$ cat src/rtl/tx_serializer_pkg.sv
// Shared types and defaults for the framed serial transmitter.
//   state_t       : transmitter FSM states
//   DATA_W_DEF    : default data bits per frame
//   STOP_BITS_DEF : default number of stop bits
package tx_serializer_pkg;

  typedef enum logic [2:0] {
    StIdle,
    StWaitStart,
    StStart,
    StData,
    StStop
  } state_t;

  localparam int unsigned DATA_W_DEF    = 8;
  localparam int unsigned STOP_BITS_DEF = 1;

endpackage

$ cat src/rtl/tx_serializer.sv
// Parallel-to-serial framed transmitter. A word accepted over valid/ready is sent as one start
// bit (0), DATA_W data bits and STOP_BITS stop bits (1); every bit lasts one shift_en period.
//
// Ports:
//   clk        : system clock, rising edge
//   rst        : asynchronous reset, active high
//   shift_en   : one-cycle bit-rate strobe from the clock divider
//   tx_data    : word to send, sampled on the handshake
//   tx_valid   : upstream has a word
//   tx_ready   : block can accept a word (registered, high only when idle)
//   serial_out : serial line, idles high (registered)
//   busy       : frame in progress (registered)
//   frame_done : one-cycle pulse when the last stop bit completes (registered)
module tx_serializer
  import tx_serializer_pkg::*;
#(
  parameter int unsigned DATA_W    = DATA_W_DEF,
  parameter int unsigned STOP_BITS = STOP_BITS_DEF,
  parameter bit          MSB_FIRST = 1'b1
) (
  input  logic              clk,
  input  logic              rst,
  input  logic              shift_en,
  input  logic [DATA_W-1:0] tx_data,
  input  logic              tx_valid,
  output logic              tx_ready,
  output logic              serial_out,
  output logic              busy,
  output logic              frame_done
);

  // The counter also counts stop bits, so it must hold STOP_BITS even for DATA_W=1.
  localparam int unsigned CntMax = (DATA_W > STOP_BITS) ? DATA_W : STOP_BITS;
  localparam int unsigned CntW   = $clog2(CntMax + 1);

  localparam logic [CntW-1:0] CntOne  = CntW'(1);
  localparam logic [CntW-1:0] CntData = CntW'(DATA_W);
  localparam logic [CntW-1:0] CntStop = CntW'(STOP_BITS);

  state_t            state_q, state_d;
  logic [DATA_W-1:0] shreg_q, shreg_d;
  logic [CntW-1:0]   cnt_q, cnt_d;
  logic              serial_q, serial_d;
  logic              ready_q, ready_d;
  logic              busy_q, busy_d;
  logic              done_q, done_d;

  // Bit presented at the output end of the shift register, and the register after shifting
  // that bit out.
  logic              out_bit;
  logic [DATA_W-1:0] shreg_shifted;

  always_comb begin
    if (MSB_FIRST) begin
      out_bit       = shreg_q[DATA_W-1];
      shreg_shifted = shreg_q << 1;
    end else begin
      out_bit       = shreg_q[0];
      shreg_shifted = shreg_q >> 1;
    end
  end

  always_comb begin
    state_d  = state_q;
    shreg_d  = shreg_q;
    cnt_d    = cnt_q;
    serial_d = serial_q;
    ready_d  = ready_q;
    busy_d   = busy_q;
    done_d   = 1'b0;

    unique case (state_q)
      StIdle: begin
        serial_d = 1'b1;
        // shift_en is deliberately ignored here, even on the capture cycle.
        if (tx_valid && ready_q) begin
          shreg_d = tx_data;
          state_d = StWaitStart;
          ready_d = 1'b0;
          busy_d  = 1'b1;
        end
      end

      // Waiting for a strobe so the start bit spans a full bit period.
      StWaitStart: begin
        if (shift_en) begin
          serial_d = 1'b0;
          state_d  = StStart;
        end
      end

      StStart: begin
        if (shift_en) begin
          serial_d = out_bit;
          shreg_d  = shreg_shifted;
          cnt_d    = CntOne;
          state_d  = StData;
        end
      end

      // cnt_q is the number of data bits already placed on the line.
      StData: begin
        if (shift_en) begin
          if (cnt_q == CntData) begin
            serial_d = 1'b1;
            cnt_d    = CntOne;
            state_d  = StStop;
          end else begin
            serial_d = out_bit;
            shreg_d  = shreg_shifted;
            cnt_d    = cnt_q + CntOne;
          end
        end
      end

      StStop: begin
        if (shift_en) begin
          if (cnt_q == CntStop) begin
            state_d = StIdle;
            done_d  = 1'b1;
            ready_d = 1'b1;
            busy_d  = 1'b0;
          end else begin
            cnt_d = cnt_q + CntOne;
          end
        end
      end

      default: begin
        state_d  = StIdle;
        serial_d = 1'b1;
        ready_d  = 1'b1;
        busy_d   = 1'b0;
      end
    endcase
  end

  always_ff @(posedge clk or posedge rst) begin
    if (rst) begin
      state_q  <= StIdle;
      shreg_q  <= '0;
      cnt_q    <= '0;
      serial_q <= 1'b1;
      ready_q  <= 1'b1;
      busy_q   <= 1'b0;
      done_q   <= 1'b0;
    end else begin
      state_q  <= state_d;
      shreg_q  <= shreg_d;
      cnt_q    <= cnt_d;
      serial_q <= serial_d;
      ready_q  <= ready_d;
      busy_q   <= busy_d;
      done_q   <= done_d;
    end
  end

  assign tx_ready   = ready_q;
  assign serial_out = serial_q;
  assign busy       = busy_q;
  assign frame_done = done_q;

endmodule
$ cat config.mk
export PLATFORM = sky130hd
export DESIGN_NAME = tx_serializer
export DESIGN_NICKNAME = d
export VERILOG_FILES = /design/src/rtl/tx_serializer_pkg.sv /design/src/rtl/tx_serializer.sv
export SDC_FILE = /design/constraint.sdc
export NUM_CORES = 1
export LEC_CHECK = 0
export CORE_MARGIN = 3
export CORE_UTILIZATION = 40
export CTS_CLUSTER_DIAMETER = 60
export DETAILED_ROUTE_END_ITERATION = 16
export PLACE_DENSITY = 0.6
export RECOVER_POWER = 25
export SYNTH_ARGS = -nofsm -noshare
export SYNTH_HDL_FRONTEND = slang
export SYNTH_SLANG_ARGS = --single-unit
export TNS_END_PERCENT = 5
$ cat constraint.sdc
create_clock -name clk -period 2.1 [get_ports clk]
set_input_delay 0.63 -clock clk [delete_from_list [all_inputs] [get_ports clk]]
set_output_delay 0.63 -clock clk [all_outputs]
set_load 0.05 [all_outputs]
# [Yosys cells after proc, flatten, opt, wreduce, memory -nomap -nowiden]
# Index checks and enable logic that the tools add are counted.
[word_totals] out_inout_bits=4 regBits=19
[op_classes] n_bitwise=2 reduce_logical=10 n_eq_ne=15 add_sub_neg=1 n_mux=35
[ops] operator="$mux W8" n=4
[ops] operator="$pmux W8 S3" n=1
[ops] operator="$mux W3" n=7
[ops] operator="$mux W4" n=5
[ops] operator="$ne A2 B2 Y1 const B" n=9
[ops] operator="$pmux W3 S5" n=1
[ops] operator="$mux W1" n=13
[ops] operator="$pmux W4 S3" n=1
[ops] operator="$reduce_and A5 Y1" n=2
[ops] operator="$reduce_and A4 Y1" n=2
[ops] operator="$reduce_and A7 Y1" n=1
[ops] operator="$eq A3 B2 Y1 const B" n=2
[ops] operator="$pmux W1 S3" n=2
[ops] operator="$reduce_bool A3 Y1" n=2
[ops] operator="$add A4 B1 Y4 const B" n=1
[ops] operator="$eq A4 B1 Y1 const B" n=1
[ops] operator="$eq A4 B4 Y1 const B" n=1
[ops] operator="$pmux W1 S4" n=1
[ops] operator="$eq A3 B1 Y1 const B" n=1
[ops] operator="$eq A3 B3 Y1 const B" n=1
[ops] operator="$logic_not A3 Y1" n=1
[ops] operator="$reduce_or A3 Y1" n=1
[ops] operator="$not A1 Y1" n=2
[ops] operator="$logic_and A1 B1 Y1" n=1

# [Longest topological paths before layout]
# Gate-level depths: netlist of the first run.
[logic_depth] ltp_word=4 mapped_depth=6 mapped_depth_nobuf=6

# [Least setup slack after synthesis of the first run]
# No wires, ideal clock.
[synth_timing] path_kind="reg2reg" start="reg cnt_q[0]" end="reg shreg_q[1]" slack_ps=379 arrival_ps=1596 stages_incl_launch_ff=7 setup_time_ps=125 cell_sequence="dfrtp_1 inv_1 ha_1 and3b_1 and2_1 o21bai_4 mux2_2"
[synth_between] elab_chain_len=3
[synth_lines] element="start: declaration" line_no="tx_serializer.sv:42" source="logic [CntW-1:0] cnt_q, cnt_d;"
[synth_lines] element="start signal: assignment" line_no="tx_serializer.sv:150" source="cnt_q <= cnt_d;"
[synth_lines] element="$eq A4 B4 Y1" line_no="tx_serializer.sv:104" source="if (cnt_q == CntData) begin"
[synth_lines] element="$ne A2 B2 Y1 (no line)"
[synth_lines] element="$reduce_and A5 Y1 (no line)"
[synth_lines] element="end signal: assignment" line_no="tx_serializer.sv:149" source="shreg_q <= shreg_d;"
[synth_lines] element="end: declaration" line_no="tx_serializer.sv:41" source="logic [DATA_W-1:0] shreg_q, shreg_d;"
# Every way passes these cells.
# A chain may end at the register's enable or synchronous reset.

# [Final worst setup path of the first run]
[layout_timing] start="reg cnt_q[0]" end="reg shreg_q[5]"
# Same word-level chain as after synthesis.

==> results of run 1 <==
[final cells by class]
| type | instances | area [um2] |
|---|---|---|
| clock buffers | 3 | 22.5 |
| clock inverters | 1 | 5.00 |
| fillers | 250 | 1240 |
| inverters | 7 | 26.3 |
| multi-input cells | 65 | 533 |
| flip-flops and latches | 19 | 478 |
| well taps | 30 | 37.5 |
| repair buffers | 21 | 181 |
[per-stage QoR]
step,setup slack [ns],instances,hold WS [ns]
final,0.217,146,0.482
after global routing,0.0991,146,0.520
after CTS,0.192,146,0.486
after detailed placement,0.0373,142,0.467
after global placement,0.0662,142,0.463
after floorplan,0.379,97,0.475
[sequential cells by signal, indices dropped and copies added (netlist names)]
| signal | flops |
|---|---|
| tx_ready | 1 |
| serial_out | 1 |
| shreg_q | 8 |
| frame_done | 1 |
| state_q | 3 |
| busy | 1 |
| cnt_q | 4 |
[routing by layer]
| metal | track usage, % | routed length, um | vias to the layer above |
|---|---|---|---|
| li1 | - | - | 382 |
| met1 | 17.7 | 944 | 367 |
| met2 | 21.9 | 967 | 8 |
| met3 | 2.67 | 51 | 2 |
| met4 | 7.28 | 15 | 0 |
| met5 | 0 | 0 | - |
[logic make-up after synthesis]
logic type | count (synthesis) | share of synthesized area (%)
buffers and inverters | 13 | 6.16
AOI/OAI and AO/OA | 19 | 14.3
muxes | 16 | 16.5
DFF | 19 | 44.4
adders and majority gates | 3 | 3.48
and+or+nand+nor | 27 | 15.2
[final timing paths]
path | startpoint | endpoint | slack (ns) | cells past startpoint
worst min-delay path | tx_ready$_DFFE_PP1P_ | tx_ready$_DFFE_PP1P_ | 0.48 | 2
max in group asynchronous | rst | cnt_q[3]$_DFFE_PP0P_ | 0.41 | 3
worst max-delay path | cnt_q[0]$_DFFE_PP0P_ | shreg_q[5]$_DFFE_PP0P_ | 0.22 | 6
worst max register to register | cnt_q[0]$_DFFE_PP0P_ | shreg_q[5]$_DFFE_PP0P_ | 0.22 | 6
min in group asynchronous | rst | shreg_q[6]$_DFFE_PP0P_ | 1.07 | 3
worst min register to register | tx_ready$_DFFE_PP1P_ | tx_ready$_DFFE_PP1P_ | 0.48 | 2
[cells in the mapped netlist (2+ instances only)]
cell                       number
sky130_fd_sc_hd__nor3b_1        2
sky130_fd_sc_hd__nand2b_1       2
sky130_fd_sc_hd__a21oi_1        4
sky130_fd_sc_hd__buf_2          2
sky130_fd_sc_hd__mux2i_1        2
sky130_fd_sc_hd__nor3_1         2
sky130_fd_sc_hd__buf_6          2
sky130_fd_sc_hd__clkbuf_1       2
sky130_fd_sc_hd__or3b_2         2
sky130_fd_sc_hd__ha_1           3
sky130_fd_sc_hd__nand3b_1       2
sky130_fd_sc_hd__nor2_1         7
sky130_fd_sc_hd__o21ai_0        2
sky130_fd_sc_hd__dfstp_2        2
sky130_fd_sc_hd__nand2_1        3
sky130_fd_sc_hd__nand3_1        2
sky130_fd_sc_hd__inv_1          7
sky130_fd_sc_hd__a31oi_1        2
sky130_fd_sc_hd__dfrtp_1       17
sky130_fd_sc_hd__mux2_2        14
[worst min-delay path, stage by stage, from the launching register on]
cell and delay, ns:
sky130_fd_sc_hd__dfstp_2 0.39, sky130_fd_sc_hd__inv_1 0.04, sky130_fd_sc_hd__a21oi_1 0.05
[power groups by stage]
stage | clock network (mW) | logic, mW | registers (mW)
final | 0.184 | 0.751 | 0.625
after detailed placement | 0 | 0.756 | 0.634
after global routing | 0.210 | 0.826 | 0.650
after floorplan | 0 | 0.504 | 0.706
after CTS | 0.201 | 0.758 | 0.626
after global placement | 0 | 0.742 | 0.626
==> metrics, run 1 <==
run status=complete, no violations; LEAKAGE=0.576 nW; leading area contributor after synthesis=sky130_fd_sc_hd__dfrtp_1; setup total negative slack=0 ns; clock input transition at the sequential cells of the worst setup and hold paths=0.11 ns; setup repair bufs after CTS=0; Crit path largest cell delay=0.41 ns; share of power burned in the clock network=11.8%; starting density of the core=42.7%; Unique masters post-synth=36; combinational power share=48.2%; area of the die=3350 um2; switching share of power=38.5%; final instance area=1280 um2; sequential share of power=40.0%; Post-Synthesis Cell Area=1080 um2; data required time of the worst path=2.29 ns; hold buffers post-CTS=0; mean instance size in the synthesized netlist=11.1 um2; HPWL reported at the end of detailed placement=1.51 mm; most used cells in the layout excluding fill and tap cells=sky130_fd_sc_hd__dfrtp_1, sky130_fd_sc_hd__mux2_2, sky130_fd_sc_hd__clkdlybuf4s50_1; Worst Setup Start Kind=register; number of buffers added by the clock tree synthesis step=3; data arrival time of the critical path=2.07 ns; maximum achievable frequency=531 MHz; Sinks on Clock Net=19; pin count of the biggest net entering global routing=20; VDD IR-drop max=0.592 mV; H-tree levels=1; Root Buffer Master=sky130_fd_sc_hd__clkbuf_4; synthesized netlist net count=112; gate family responsible for the most delay along the worst path=simple AND/OR/NAND/NOR gates; DIE WIDTH=57.9 um; largest clock skew in the final design=0.00614 ns; vias=759; PwrDens=1220 nW/um2; maximum number of buffers from clock root to sink=2; Die Span Y=57.9 um; remaining global-route overflow=0; min Tclk post-route=1.88 ns; Buf/Inv on CP=1; share of the synthesized area in the top cell type=39.5%; number of top-level pins=16; standard cell area after detailed placement=1260 um2; flip-flop and latch count after synthesis=19; Vias/cell=5.20; worst-margin pin slew=1.03 ns; overall power=1.56 mW; cell with the largest stage delay on the worst path=sky130_fd_sc_hd__dfrtp_1; number of detailed-route iterations in the first pass=4; MaxCap Viol Count=0; Int Pwr=960 uW; largest cells by area after synthesis=sky130_fd_sc_hd__dfrtp_1, sky130_fd_sc_hd__mux2_2, sky130_fd_sc_hd__dfstp_2; fraction of the yosys area taken by sequential cells=44.4%; core outline area=2520 um2; routed wire length=1.98 mm; critical path, cell by cell=inv_1 -> ha_1 -> and3b_1 -> and2_1 -> o21bai_4 -> mux2_2; final cycle utilization of the critical path=89.7%; share of cells above drive strength 1=30.2%; core occupancy in the finished layout=50.9%; most common library cell in the layout ignoring fill and taps=sky130_fd_sc_hd__dfrtp_1; synthesized instance count=97; number of nets still failing antenna checks after routing=0; Hold Crit Class=register to register; GRT Overall Usage=13.8%; number of synthesized flops with an enable pin=0; RSZ-0062 raised after global routing=no; clock tree from TritonCTS=yes; main flop type after synthesis=sky130_fd_sc_hd__dfrtp_1; vias in the first global route=832; Clk Latency, worst-skew pair=0.29 ns; global placement routability congestion=0.797; count of final setup violators=0; Final Hold Violating Endpoints=0; switching pwr=600 uW; CP endpoint kind=register; routed length per placed instance=13.5 um; number of input and output port buffers inserted=15; relative area change from synthesis to final layout=19.2%; Synth Warn #=0; violation count after the first detailed-route iteration=17; class of the most critical setup path=register to register; final net count=132; critical path peak fanout=8; tightest slew margin relative to the limit=31.1%; Rows=18; total inserted antenna cells=0; global-route wire length before repair=3.58 mm; Slew Viols, Final=0; asr flop ratio synth=100%; # resized after CTS=0; initial antenna violation count=0; drc violations=0
Power figures use the tool's default switching activity.
==> run 2, diff against run 1 <==
--- a/config.mk
+++ b/config.mk
@@ -5,6 +5,7 @@
 export SDC_FILE = /design/constraint.sdc
 export NUM_CORES = 1
 export LEC_CHECK = 0
+export CAP_MARGIN = 20
 export CORE_MARGIN = 3
 export CORE_UTILIZATION = 40
 export CTS_CLUSTER_DIAMETER = 60
==> constraint.sdc (replaced) <==
create_clock -name clk -period 1.9 [get_ports clk]
set_input_delay 0.57 -clock clk [delete_from_list [all_inputs] [get_ports clk]]
set_output_delay 0.57 -clock clk [all_outputs]
set_load 0.05 [all_outputs]
==> metrics, run 2 (synthesis results as in run 1) <==
H-tree levels=1 (unchanged); number of detailed-route iterations in the first pass=4 (unchanged); clock input transition at the sequential cells of the worst setup and hold paths=0.11 ns (about the same); Root Buffer Master=sky130_fd_sc_hd__clkbuf_4 (unchanged); Hold Crit Class=register to register (unchanged); hold buffers post-CTS=0 (unchanged); sequential share of power=40.3% (was 40.0%); Sinks on Clock Net=19 (unchanged); vias in the first global route=796 (was 832); routed wire length=1.99 mm (was 1.98 mm); PwrDens=1350 nW/um2 (was 1220 nW/um2); MaxCap Viol Count=0 (unchanged); Slew Viols, Final=0 (unchanged); Final Non-Filler Cells=151 (was 146); GRT Overall Usage=13.3% (was 13.8%); Int Pwr=1.13 mW (was 960 uW); combinational power share=48.3% (was 48.2%); final instance area=1350 um2 (was 1280 um2); vias=798 (was 759); DIE WIDTH=57.9 um (unchanged); global placement routability congestion=0.816 (was 0.797); Clk Latency, worst-skew pair=0.29 ns (about the same); remaining global-route overflow=0 (unchanged); standard cell area after detailed placement=1320 um2 (was 1260 um2); Die Span Y=57.9 um (unchanged); global-route wire length before repair=3.44 mm (was 3.58 mm); number of input and output port buffers inserted=15 (unchanged); relative area change from synthesis to final layout=25.0% (was 19.2%); maximum achievable frequency=564 MHz (was 531 MHz); switching share of power=37.7% (was 38.5%); LEAKAGE=0.607 nW (was 0.576 nW); data required time of the worst path=2.09 ns (was 2.29 ns); Vias/cell=5.28 (was 5.20); core outline area=2520 um2 (unchanged); final cycle utilization of the critical path=93.3% (was 89.7%); CP endpoint kind=register (unchanged); routed length per placed instance=13.2 um (was 13.5 um); most common library cell in the layout ignoring fill and taps=sky130_fd_sc_hd__dfrtp_1 (unchanged); violation count after the first detailed-route iteration=17 (unchanged); pin count of the biggest net entering global routing=20 (unchanged); clock tree from TritonCTS=yes (unchanged); class of the most critical setup path=register to register (unchanged); setup repair bufs after CTS=0 (unchanged); initial antenna violation count=0 (unchanged); final hold slack=0.504 ns (was 0.482 ns); Largest Register=shreg_q (unchanged); setup slack, reg-to-reg=0.13 ns (was 0.22 ns); share of power burned in the clock network=11.4% (was 11.8%); Rows=18 (unchanged); tightest slew margin relative to the limit=31.9% (was 31.1%); switching pwr=683 uW (was 600 uW); critical path peak fanout=8 (unchanged); top flop regs=shreg_q: 8 flops, cnt_q: 4 flops, state_q: 3 flops (unchanged); most used cells in the layout excluding fill and tap cells=sky130_fd_sc_hd__dfrtp_1, sky130_fd_sc_hd__mux2_2, sky130_fd_sc_hd__buf_4 (was sky130_fd_sc_hd__dfrtp_1, sky130_fd_sc_hd__mux2_2, sky130_fd_sc_hd__clkdlybuf4s50_1); data arrival time of the critical path=1.96 ns (was 2.07 ns); RSZ-0062 raised after global routing=yes (was no); starting density of the core=42.7% (unchanged); count of final setup violators=0 (unchanged); drc violations=0 (unchanged); overall power=1.81 mW (was 1.56 mW); HPWL reported at the end of detailed placement=1.52 mm (was 1.51 mm); Largest register FFs=8 (unchanged); largest clock skew in the final design=0.00449 ns (was 0.00614 ns); number of buffers added by the clock tree synthesis step=3 (unchanged); # resized after CTS=0 (unchanged); Cells after DPL=146 (was 142); number of nets still failing antenna checks after routing=0 (unchanged); post-route worst setup slack=0.127 ns (was 0.217 ns); share of cells above drive strength 1=33.1% (was 30.2%); worst-margin pin slew=1.02 ns (was 1.03 ns); number of top-level pins=16 (unchanged); run status=complete, no violations (unchanged); maximum number of buffers from clock root to sink=2 (unchanged); min Tclk post-route=1.77 ns (was 1.88 ns); area of the die=3350 um2 (unchanged); Worst Setup Start Kind=register (unchanged); VDD IR-drop max=0.771 mV (was 0.592 mV); total inserted antenna cells=0 (unchanged); Final Hold Violating Endpoints=0 (unchanged); final net count=137 (was 132); Place WS=-0.0892 ns (was 0.0373 ns)
run 2: cell count changes in the layout (fill, tap and decap cells not counted):
| cell | delta |
|---|---|
| sky130_fd_sc_hd__buf_4 | +3 |
| sky130_fd_sc_hd__buf_12 | +2 |
run 2: metrics by stage:
step,TNS [ns],utilization [%]
floorplan,0,-
global placement,-0.572,52.1
detailed placement,-0.666,52.1
CTS,0,53.2
global route,-0.00329,53.4
finish,0,53.4
run 2: critical path, cell delays in order (launching register included):
cell and delay [ns]:
sky130_fd_sc_hd__dfrtp_1 0.40, sky130_fd_sc_hd__inv_1 0.08, sky130_fd_sc_hd__ha_1 0.19, sky130_fd_sc_hd__and3b_1 0.19
sky130_fd_sc_hd__and2_1 0.19, sky130_fd_sc_hd__o21bai_4 0.24, sky130_fd_sc_hd__mux2_2 0.37
run 2: path summary, 6_finish.rpt:
check,startpoint,end,cells past startpoint
max in group asynchronous,rst,busy$_DFFE_PP0P_,3
worst min register to register,tx_ready$_DFFE_PP1P_,tx_ready$_DFFE_PP1P_,2
worst max-delay path,cnt_q[0]$_DFFE_PP0P_,shreg_q[2]$_DFFE_PP0P_,6
worst min-delay path,tx_ready$_DFFE_PP1P_,tx_ready$_DFFE_PP1P_,2
min in group asynchronous,rst,cnt_q[1]$_DFFE_PP0P_,3
worst max register to register,cnt_q[0]$_DFFE_PP0P_,shreg_q[2]$_DFFE_PP0P_,6
run 2: cell type report:
cell class,count,area [um2]
Multi-Input combinational cell,65,533
Clock inverter,1,5.00
Clock buffer,3,22.5
Inverter,7,26.3
Fill cell,240,1180
Timing Repair Buffer,26,244
Tap cell,30,37.5
Sequential cell,19,478
run 2: layer usage:
| layer | vias to the layer above | wire length, um | track usage [%] |
|---|---|---|---|
| met4 | 0 | 15 | 5.30 |
| met1 | 398 | 981 | 17.6 |
| li1 | 390 | - | - |
| met5 | - | 0 | 0 |
| met3 | 2 | 56 | 2.23 |
| met2 | 8 | 936 | 21.6 |
run 2: power groups by stage:
stage	logic, mW	clock network, mW	registers (mW)
after floorplan	0.557	0	0.781
after global placement	0.854	0	0.729
after detailed placement	0.869	0	0.738
after CTS	0.869	0.212	0.730
after global routing	0.957	0.232	0.762
final	0.876	0.206	0.731
